### src/rtl/rv32i_pkg.sv
// Shared integer-pipeline constants, load-type encodings and the
// register-file write entry used by the writeback controller.
package rv32i_pkg;

  localparam int XLEN       = 32;
  localparam int REG_ADDR_W = 5;
  localparam int NUM_REGS   = 32;

  localparam logic [2:0] F3_LB  = 3'd0;
  localparam logic [2:0] F3_LH  = 3'd1;
  localparam logic [2:0] F3_LW  = 3'd2;
  localparam logic [2:0] F3_LBU = 3'd4;
  localparam logic [2:0] F3_LHU = 3'd5;

  typedef struct packed {
    logic [REG_ADDR_W-1:0] rd;
    logic [XLEN-1:0]       data;
  } wb_entry_t;

endpackage

### src/rtl/load_ext.sv
// Load response formatter: byte/halfword lane select, sign or zero
// extension, and misalignment detection.
module load_ext
  import rv32i_pkg::*;
(
  input  logic [2:0]      funct3,
  input  logic [1:0]      off,
  input  logic [XLEN-1:0] data,
  output logic [XLEN-1:0] value,
  output logic            misalign
);

  logic [7:0]  byte_v;
  logic [15:0] half_v;

  always_comb begin
    byte_v   = data[{off, 3'b000} +: 8];
    half_v   = off[1] ? data[31:16] : data[15:0];
    value    = data;
    misalign = 1'b0;
    case (funct3)
      F3_LB:  value = {{24{byte_v[7]}}, byte_v};
      F3_LBU: value = {24'h0, byte_v};
      F3_LH: begin
        value    = {{16{half_v[15]}}, half_v};
        misalign = off[0];
      end
      F3_LHU: begin
        value    = {16'h0, half_v};
        misalign = off[0];
      end
      // LW and the unused encodings behave as a full-word load
      default: begin
        value    = data;
        misalign = (off != 2'b00);
      end
    endcase
  end

endmodule

### src/rtl/wb_ctrl.sv
// Register-file write-port arbiter: loads win, queued ALU results next,
// then a bypassing ALU result; tracks outstanding loads for decode stalls.
module wb_ctrl
  import rv32i_pkg::*;
#(
  parameter int DataWidth    = XLEN,
  parameter int Registers    = NUM_REGS,
  parameter int AddrRegWidth = REG_ADDR_W,
  parameter int AluQDepth    = 2
) (
  input  logic                    clk,
  input  logic                    rst,
  input  logic                    alu_valid,
  output logic                    alu_ready,
  input  logic [AddrRegWidth-1:0] alu_rd,
  input  logic [DataWidth-1:0]    alu_data,
  input  logic                    ld_valid,
  input  logic [AddrRegWidth-1:0] ld_rd,
  input  logic [2:0]              ld_funct3,
  input  logic [1:0]              ld_off,
  input  logic [DataWidth-1:0]    ld_data,
  input  logic                    iss_valid,
  input  logic [AddrRegWidth-1:0] iss_rd,
  input  logic [AddrRegWidth-1:0] chk_rs1,
  input  logic [AddrRegWidth-1:0] chk_rs2,
  input  logic [AddrRegWidth-1:0] chk_rd,
  output logic                    stall,
  output logic [AddrRegWidth-1:0] rd,
  output logic                    wen,
  output logic [DataWidth-1:0]    wdata,
  output logic                    misalign_err
);

  localparam int PtrW = $clog2(AluQDepth);
  localparam logic [PtrW:0] QFull = (PtrW + 1)'(AluQDepth);

  wb_entry_t             q [AluQDepth];
  logic [PtrW-1:0]       head, tail;
  logic [PtrW:0]         count;
  logic [Registers-1:0]  pending, pending_nxt;

  logic                  q_full, q_empty, alu_acc, enq, deq;
  logic                  sel_valid, sel_is_ld;
  wb_entry_t             sel;
  logic [DataWidth-1:0]  ld_value;
  logic                  ld_misalign;

  load_ext u_load_ext (
    .funct3   (ld_funct3),
    .off      (ld_off),
    .data     (ld_data),
    .value    (ld_value),
    .misalign (ld_misalign)
  );

  assign q_full    = (count == QFull);
  assign q_empty   = (count == '0);
  assign alu_ready = !q_full;
  assign alu_acc   = alu_valid && alu_ready;

  always_comb begin
    sel       = '0;
    sel_valid = 1'b0;
    sel_is_ld = 1'b0;
    enq       = 1'b0;
    deq       = 1'b0;
    if (ld_valid) begin
      sel       = '{rd: ld_rd, data: ld_value};
      sel_valid = 1'b1;
      sel_is_ld = 1'b1;
      enq       = alu_acc;
    end else if (!q_empty) begin
      sel       = q[head];
      sel_valid = 1'b1;
      deq       = 1'b1;
      enq       = alu_acc;
    end else if (alu_acc) begin
      sel       = '{rd: alu_rd, data: alu_data};
      sel_valid = 1'b1;
    end
  end

  // Set wins over clear when the same register is issued and returned together.
  always_comb begin
    pending_nxt = pending;
    if (ld_valid) pending_nxt[ld_rd] = 1'b0;
    if (iss_valid && iss_rd != '0) pending_nxt[iss_rd] = 1'b1;
  end

  assign stall = (pending[chk_rs1] && chk_rs1 != '0) ||
                 (pending[chk_rs2] && chk_rs2 != '0) ||
                 (pending[chk_rd]  && chk_rd  != '0) ||
                 q_full;

  always_ff @(posedge clk) begin
    if (enq) q[tail] <= '{rd: alu_rd, data: alu_data};
  end

  always_ff @(posedge clk or posedge rst) begin
    if (rst) begin
      head         <= '0;
      tail         <= '0;
      count        <= '0;
      pending      <= '0;
      rd           <= '0;
      wen          <= 1'b0;
      wdata        <= '0;
      misalign_err <= 1'b0;
    end else begin
      if (enq) tail <= tail + 1'b1;
      if (deq) head <= head + 1'b1;
      if (enq && !deq)      count <= count + 1'b1;
      else if (deq && !enq) count <= count - 1'b1;
      pending      <= pending_nxt;
      wen          <= sel_valid && (sel.rd != '0) && !(sel_is_ld && ld_misalign);
      misalign_err <= ld_valid && ld_misalign;
      if (sel_valid) begin
        rd    <= sel.rd;
        wdata <= sel.data;
      end
    end
  end

endmodule

### config.mk
export PLATFORM = sky130hd
export DESIGN_NAME = wb_ctrl
export DESIGN_NICKNAME = d
export VERILOG_FILES = /design/src/rtl/rv32i_pkg.sv /design/src/rtl/load_ext.sv /design/src/rtl/wb_ctrl.sv
export SDC_FILE = /design/constraint.sdc
export NUM_CORES = 1
export LEC_CHECK = 0
export BUFFER_PORTS_ARGS = -buffer_cell sky130_fd_sc_hd__buf_2
export CELL_PAD_IN_SITES_DETAIL_PLACEMENT = 0
export CELL_PAD_IN_SITES_GLOBAL_PLACEMENT = 1
export CORE_ASPECT_RATIO = 1.5
export CORE_UTILIZATION = 44
export DETAILED_ROUTE_END_ITERATION = 12
export GPL_ROUTABILITY_DRIVEN = 0
export PLACE_DENSITY_LB_ADDON = 0.08
export RECOVER_POWER = 100
export SYNTH_ARGS = -nofsm -noshare
export SYNTH_HDL_FRONTEND = slang
export SYNTH_SLANG_ARGS = --single-unit
### constraint.sdc
create_clock -name clk -period 3.1 [get_ports clk]
set_clock_uncertainty 0.05 [all_clocks]
set_input_delay 0.775 -clock clk [delete_from_list [all_inputs] [get_ports clk]]
set_output_delay 0.775 -clock clk [all_outputs]
set_load 0.01 [all_outputs]
**Word-level counts from Yosys, hierarchy flattened**

Memory sizes are Yosys's and may differ from the RTL's.
Index checks and enable logic that the tools add are counted.

- Shift-type cells: 1
- Mux-type cells: 30
- Bitwise gates (word level): 3
- Equality and inequality tests: 4
- $add $sub $neg: 4
- Order comparisons: 7
- Reduce and logical (&&, ||, !) cells: 31

Operator list:

| kind | number |
|---|---|
| case mux 32 bit (4 select lines) | 1 |
| 2-to-1 mux 37 bit | 3 |
| 2-to-1 mux 32 bit | 2 |
| bitwise AND 32 bit | 1 |
| NOT 32 bit | 1 |
| OR 32 bit | 1 |
| indexed part select 32 x 6 -> 8 bit | 1 |
| < comparator 5 x 6 -> 1 bit, second input constant | 5 |
| nonzero test 5 bit | 5 |
| 2-to-1 mux 16 bit | 1 |
| binary-select mux 1 bit (select 5 bit) | 3 |
| 2-to-1 mux 1 bit | 15 |
| logical AND 1 bit | 13 |
| demux 1 bit (select 5 bit) | 2 |
| >= comparator 5 x 1 -> 1 bit, second input constant | 2 |
| == test 3 bit, second input constant | 2 |
| logical NOT 1 bit | 4 |
| 2-to-1 mux 2 bit | 2 |
| nonzero test 2 bit | 2 |
| OR reduction 2 bit | 2 |
| == test 3 x 1 -> 1 bit, second input constant | 1 |
| logical NOT 3 bit | 1 |
| logical OR 1 bit | 3 |
| adder 1 bit, second input constant | 2 |
| 5 further kinds | 5 |

- Bits of input ports: 104
- Register bits: 75
- Word-level logic and storage cells: 89
- Memory bits (writable): 74
- Output and inout bits: 41
- Memories kept: 1

Memories:

| name | depth | width | rd ports | clocked after memory_dff | write ports | line | RTL |
|---|---|---|---|---|---|---|---|
| q | 2 | 37 | 1 | 0 | 1 | wb_ctrl.sv:37 | `wb_entry_t q [AluQDepth];` |

**Depth between registers and ports, before layout**

- Word-level depth: 9
- Gate-level depth with buffers: 7
- Mapped depth without buffers: 5

**By module**

From an unflattened synthesis, not the netlist that was laid out.

- Cell total of the unflattened synthesis: 636
- Area total of the unflattened synthesis: 7524.7 µm²

Modules (own cells, without submodules):

| module | cells an instance | sequential area each (µm²) | times used | area each (µm²) |
|---|---|---|---|---|
| wb_ctrl | 513 | 4073.9 | 1 | 6771.5 |
| load_ext | 123 | 0.0 | 1 | 753.2 |

**Least setup slack after synthesis**

No wires, ideal clock.

- Path kind: input -> register
- Start point: input alu_valid
- End point: memory q[0][0] in the netlist's numbering (enable)
- Stages on the path: 4
- Arrival: 3225 ps
- Setup time: 431 ps
- Path slack: -606 ps
- Cell sequence: clkbuf_1 clkbuf_1 o21ai_0 nor2_1

- Cells in the longest elaborated chain, start to end: 5

RTL lines:

| element | line | RTL |
|---|---|---|
| start, declared | wb_ctrl.sv:13 | `input logic alu_valid,` |
| logical AND 1 bit (*) | wb_ctrl.sv:59 | `assign alu_acc = alu_valid && alu_ready;` |
| 2-to-1 mux 1 bit | wb_ctrl.sv:72 | `end else if (!q_empty) begin` |
| 2-to-1 mux 1 bit (*) | wb_ctrl.sv:67 | `if (ld_valid) begin` |
| 2-to-1 mux 1 bit (*) | wb_ctrl.sv:96 | `if (enq) q[tail] <= '{rd: alu_rd, data: alu_data};` |
| 2-to-1 mux 1 bit (implied by the code) (*) | wb_ctrl.sv:96 |  |
| end, declared | wb_ctrl.sv:37 |  |

Mark *: on every way between the ends. The rest lies on a longest branch, timed or not.

**Final worst setup path**

- Start point: input chk_rs1[1]
- End point: output stall

- Cells in the longest elaborated chain, start to end: 6
- Elaborated cells between the ends (all ways): 7
- Those cells by class: 2 x mux; 5 x reduce/logical

RTL lines:

| element | line | RTL |
|---|---|---|
| start, declared | wb_ctrl.sv:24 | `input logic [AddrRegWidth-1:0] chk_rs1,` |
| binary-select mux 1 bit (select 5 bit) | wb_ctrl.sv:90 | `assign stall = (pending[chk_rs1] && chk_rs1 != '0) \|\|` |
| 2-to-1 mux 1 bit (implied by the code) | wb_ctrl.sv:90 |  |
| logical AND 1 bit (*) | wb_ctrl.sv:90 |  |
| logical OR 1 bit (*) | wb_ctrl.sv:90 |  |
| logical OR 1 bit (*) | wb_ctrl.sv:91 | `(pending[chk_rs2] && chk_rs2 != '0) \|\|` |
| logical OR 1 bit (*) | wb_ctrl.sv:92 | `(pending[chk_rd] && chk_rd != '0) \|\|` |
| end, declared | wb_ctrl.sv:27 | `output logic stall,` |

Mark *: on every way between the ends. The rest lies on a longest branch, timed or not. The select of a mux whose other input is x is not followed.

==> out/metrics.csv <==
stage;metric;value;unit
synth;Compound-Gate Fraction of Synth Area;0.1645;
synth;Avg Cell Area, Syn;11.67;um2
timing;setup violators final;1;
worst_hold_path;Min-Delay Endpoint;rd[4]$_DFFE_PP0N_;
critical_path;R2R Setup Slk;0.78;ns
layout;Finished Layout Cells;1025;
clock_tree;clock sinks;148;
global_route;total congestion overflow;0;
die;Starting Density;0.4528;
critical_path;Critical Path Fanout Max;9;
route;via density per instance;5.861;
global_route;pin count of the biggest net entering global routing;55;
synth;Yosys reg bits;148;
critical_path;Startpoint Class;input pin;
synth;mapped cell area;0.007624;mm2
timing;Worst-Margin Slew;1.293;ns
clock_tree;Max H-tree Level;4;
status;status;complete, but fails checks;
critical_path;Reg2Reg Depth;3;
critical_path;CP Data Required Time;2.27;ns
critical_path;crit path capture type;output pin;
route;wirelength, routed;21.73;mm
critical_path;Crit Reg-Reg Endpoint;q[1][16]$_DFFE_PP_;
clock_tree;hold-fix buffers at CTS;0;
synth;mux cell area share after synthesis;0.1566;
synth;most frequent cell after synthesis;o21ai_0;
synth;largest family of logic cells by synthesized area;compound AO/OA/AOI/OAI gates;
route;Initial DRC Count;371;
clock_tree;Clk Latency, worst-skew pair;0.41;ns
timing;Max Slew Vio Count;0;
placement;Port Buffers;144;
timing;Hold Slack;0.4307;ns
global_route;Tot GR Track Use;0.2565;
route;Final ANT Viol Nets;0;
synth;Synth Area in Adders;0;
synth;Top FF cell, synth;edfxtp_1;
flow_run;number of max-cap violations;0;
placement;pre-CTS setup slack;-0.2812;ns
die;number of cell rows;58;
synth;Synth Area in XOR/XNOR;0.002298;
critical_path;Worst Setup Path Type;input pin to output pin;
layout;Layout Nets;905;
clock_tree;CTS tree;done;
global_route;vias in the first global route;6160;
critical_path;Data arrival, critical path;2.30;ns
placement;Placed Cells;992;
route;DR vias;6008;
timing;final period utilization;1.007;
die;die span in y;163.2;um
timing;Hold Vio Cnt, Final;0;
placement;Final HPWL DP;16.22;mm
route;DRC viols;0;
synth;sequential-to-total area share from yosys stat;0.5344;
synth;Post-synth top cells;o21ai_0 (80), dfrtp_1 (74), edfxtp_1 (74), nor2_1 (60);
critical_path;worst setup path start;chk_rs1[1];
power;Peak VDD IR;0.0003331;V
synth;syn_nets;757;
die;full die area;0.01787;mm2
worst_hold_path;Hold Crit Class;register to register;
timing;fin worst setup slack;-0.02086;ns
power;Power Density;701.5;mW/mm2
worst_hold_path;hold path cells;1;
synth;asr flop ratio synth;0.5000;
layout;Layout area overhead;20.30;%
synth;EDFF count, synth;74;
timing;post-route minimum period;3.121;ns
timing;fmax;320.4;MHz
synth;top post-synthesis cells by area;edfxtp_1 (29%), dfrtp_1 (24%), mux2i_1 (5.9%);
layout;layout cells sized above 1;0.2187;
clock_tree;Max clock buf depth;2;
die;io pins;145;
critical_path;FF-to-FF Start;count[0]$_DFFE_PP0P_;
synth;Synth area leader;edfxtp_1;
worst_hold_path;hold path startpoint;rd[4]$_DFFE_PP0N_;
die;die width;109.5;um
synth;Cells after Synth;653;
clock_tree;CTS Buf Count;17;
clock_tree;clk slew on worst S/H paths;0.07;ns
timing;worst rel slew slack;0.1379;
synth;total number of yosys warnings;0;
global_route;initial antenna violation count;1;
timing;RSZ-0062 raised after global routing;yes;
global_route;global-route wire length before repair;33.89;mm
synth;Netlist cell types;57;
power;total power draw;0.006433;W
power;Pleak;3.541;nW
status;failing checks;setup timing;
clock_tree;Clock Tree Root;clkbuf_16;
route;WL/cell;21.20;um
synth;Yosys top cell area share;0.2915;
die;core area;0.01684;mm2
route;1st-pass router iterations;5;
synth;Synth Area in Simple Gates;0.1106;
[registers in the layout, indices dropped and copies added, names as in the netlist]
| register | flops |
|---|---|
| count | 2 |
| head | 1 |
| misalign_err | 1 |
| pending | 31 |
| q | 74 |
| rd | 5 |
| tail | 1 |
| wdata | 32 |
| wen | 1 |
[timing repair]
action                     4_1_cts  5_1_grt
setup buffers                    0        0
hold endpoints to repair         0        0
gates resized for setup         22        7
pin swaps                        7        4
setup endpoints to repair        1        1
[worst max-delay path, stage by stage]
cell and delay, ns:
buf_6 0.12, mux4_2 0.51, a22oi_2 0.17, nand4_1 0.18, a2111oi_4 0.25, nand4_1 0.13
buf_2 0.16
[per-layer routing]
metal	track usage	share of wire	vias up	routed length, um
met5	0	0	-	0
met4	0.1133	0.028	0	618
met3	0.04389	0.049	40	1068
met2	0.4580	0.55	214	11980
met1	0.2963	0.37	2953	8058
li1	-	-	2801	-
[how the worst max path moves through the flow]
stage                                   end  slack [ns]  depth (start not counted)
after global routing                  stall       -0.08                          8
after global placement                stall       -0.30                          7
after floorplan           q[0][0]$_DFFE_PP_       -0.04                          4
after CTS                             stall       -0.10                          6
final                                 stall       -0.02                          7
after detailed placement              stall       -0.28                          7
[where the power goes]
group | leakage (nW) | internal, W | switching (W) | total (W)
clock network | 0.287 | 0.00114 | 0.000886 | 0.00203
logic | 1.68 | 0.000707 | 0.000926 | 0.00163
registers | 1.57 | 0.00249 | 0.000282 | 0.00277
[kinds of logic (layout without fill, tap and decap cells)]
family | count (synthesis) | after routing
DFF | 148 | 148
buffers and inverters | 55 | 216
other | 0 | 1
and+or+nand+nor | 161 | 161
xor gates and xnor gates | 2 | 2
muxes | 86 | 86
AOI/OAI and AO/OA | 201 | 201
[final cells by class]
cell class	count	area (um2)
fill	1555	7665
sequential	148	4078
multi-input combinational	450	3353
timing repair buffer	175	858.3
clock buffer	17	425.4
tap	210	262.8
clock inverter	15	157.7
inverter	9	33.78
antenna	1	2.502
[placed cells by master, fill, tap and decap left out, drive strengths merged, types with 12 or more instances in the layout]
cell,instances
nor2b,15
a31oi,14
dfrtp,74
edfxtp,74
nand2,23
mux2i,45
buf,84
and2,12
mux4,23
mux2,18
a211oi,13
a21oi,46
nor2,61
inv,18
o21ai,81
clkbuf,108
[per-stage QoR]
stage | utilization | setup TNS, ns | area, um2
5_1_grt | 0.5447 | -0.08210 | 9171
4_1_cts | 0.5530 | -0.1043 | 9310
6_report | 0.5447 | -0.02086 | 9171
2_1_floorplan | - | -2.908 | 7629
3_3_place_gp | 0.5140 | -0.3010 | 8655
3_5_place_dp | 0.5140 | -0.2812 | 8655
(Power assumes the default switching activity.)
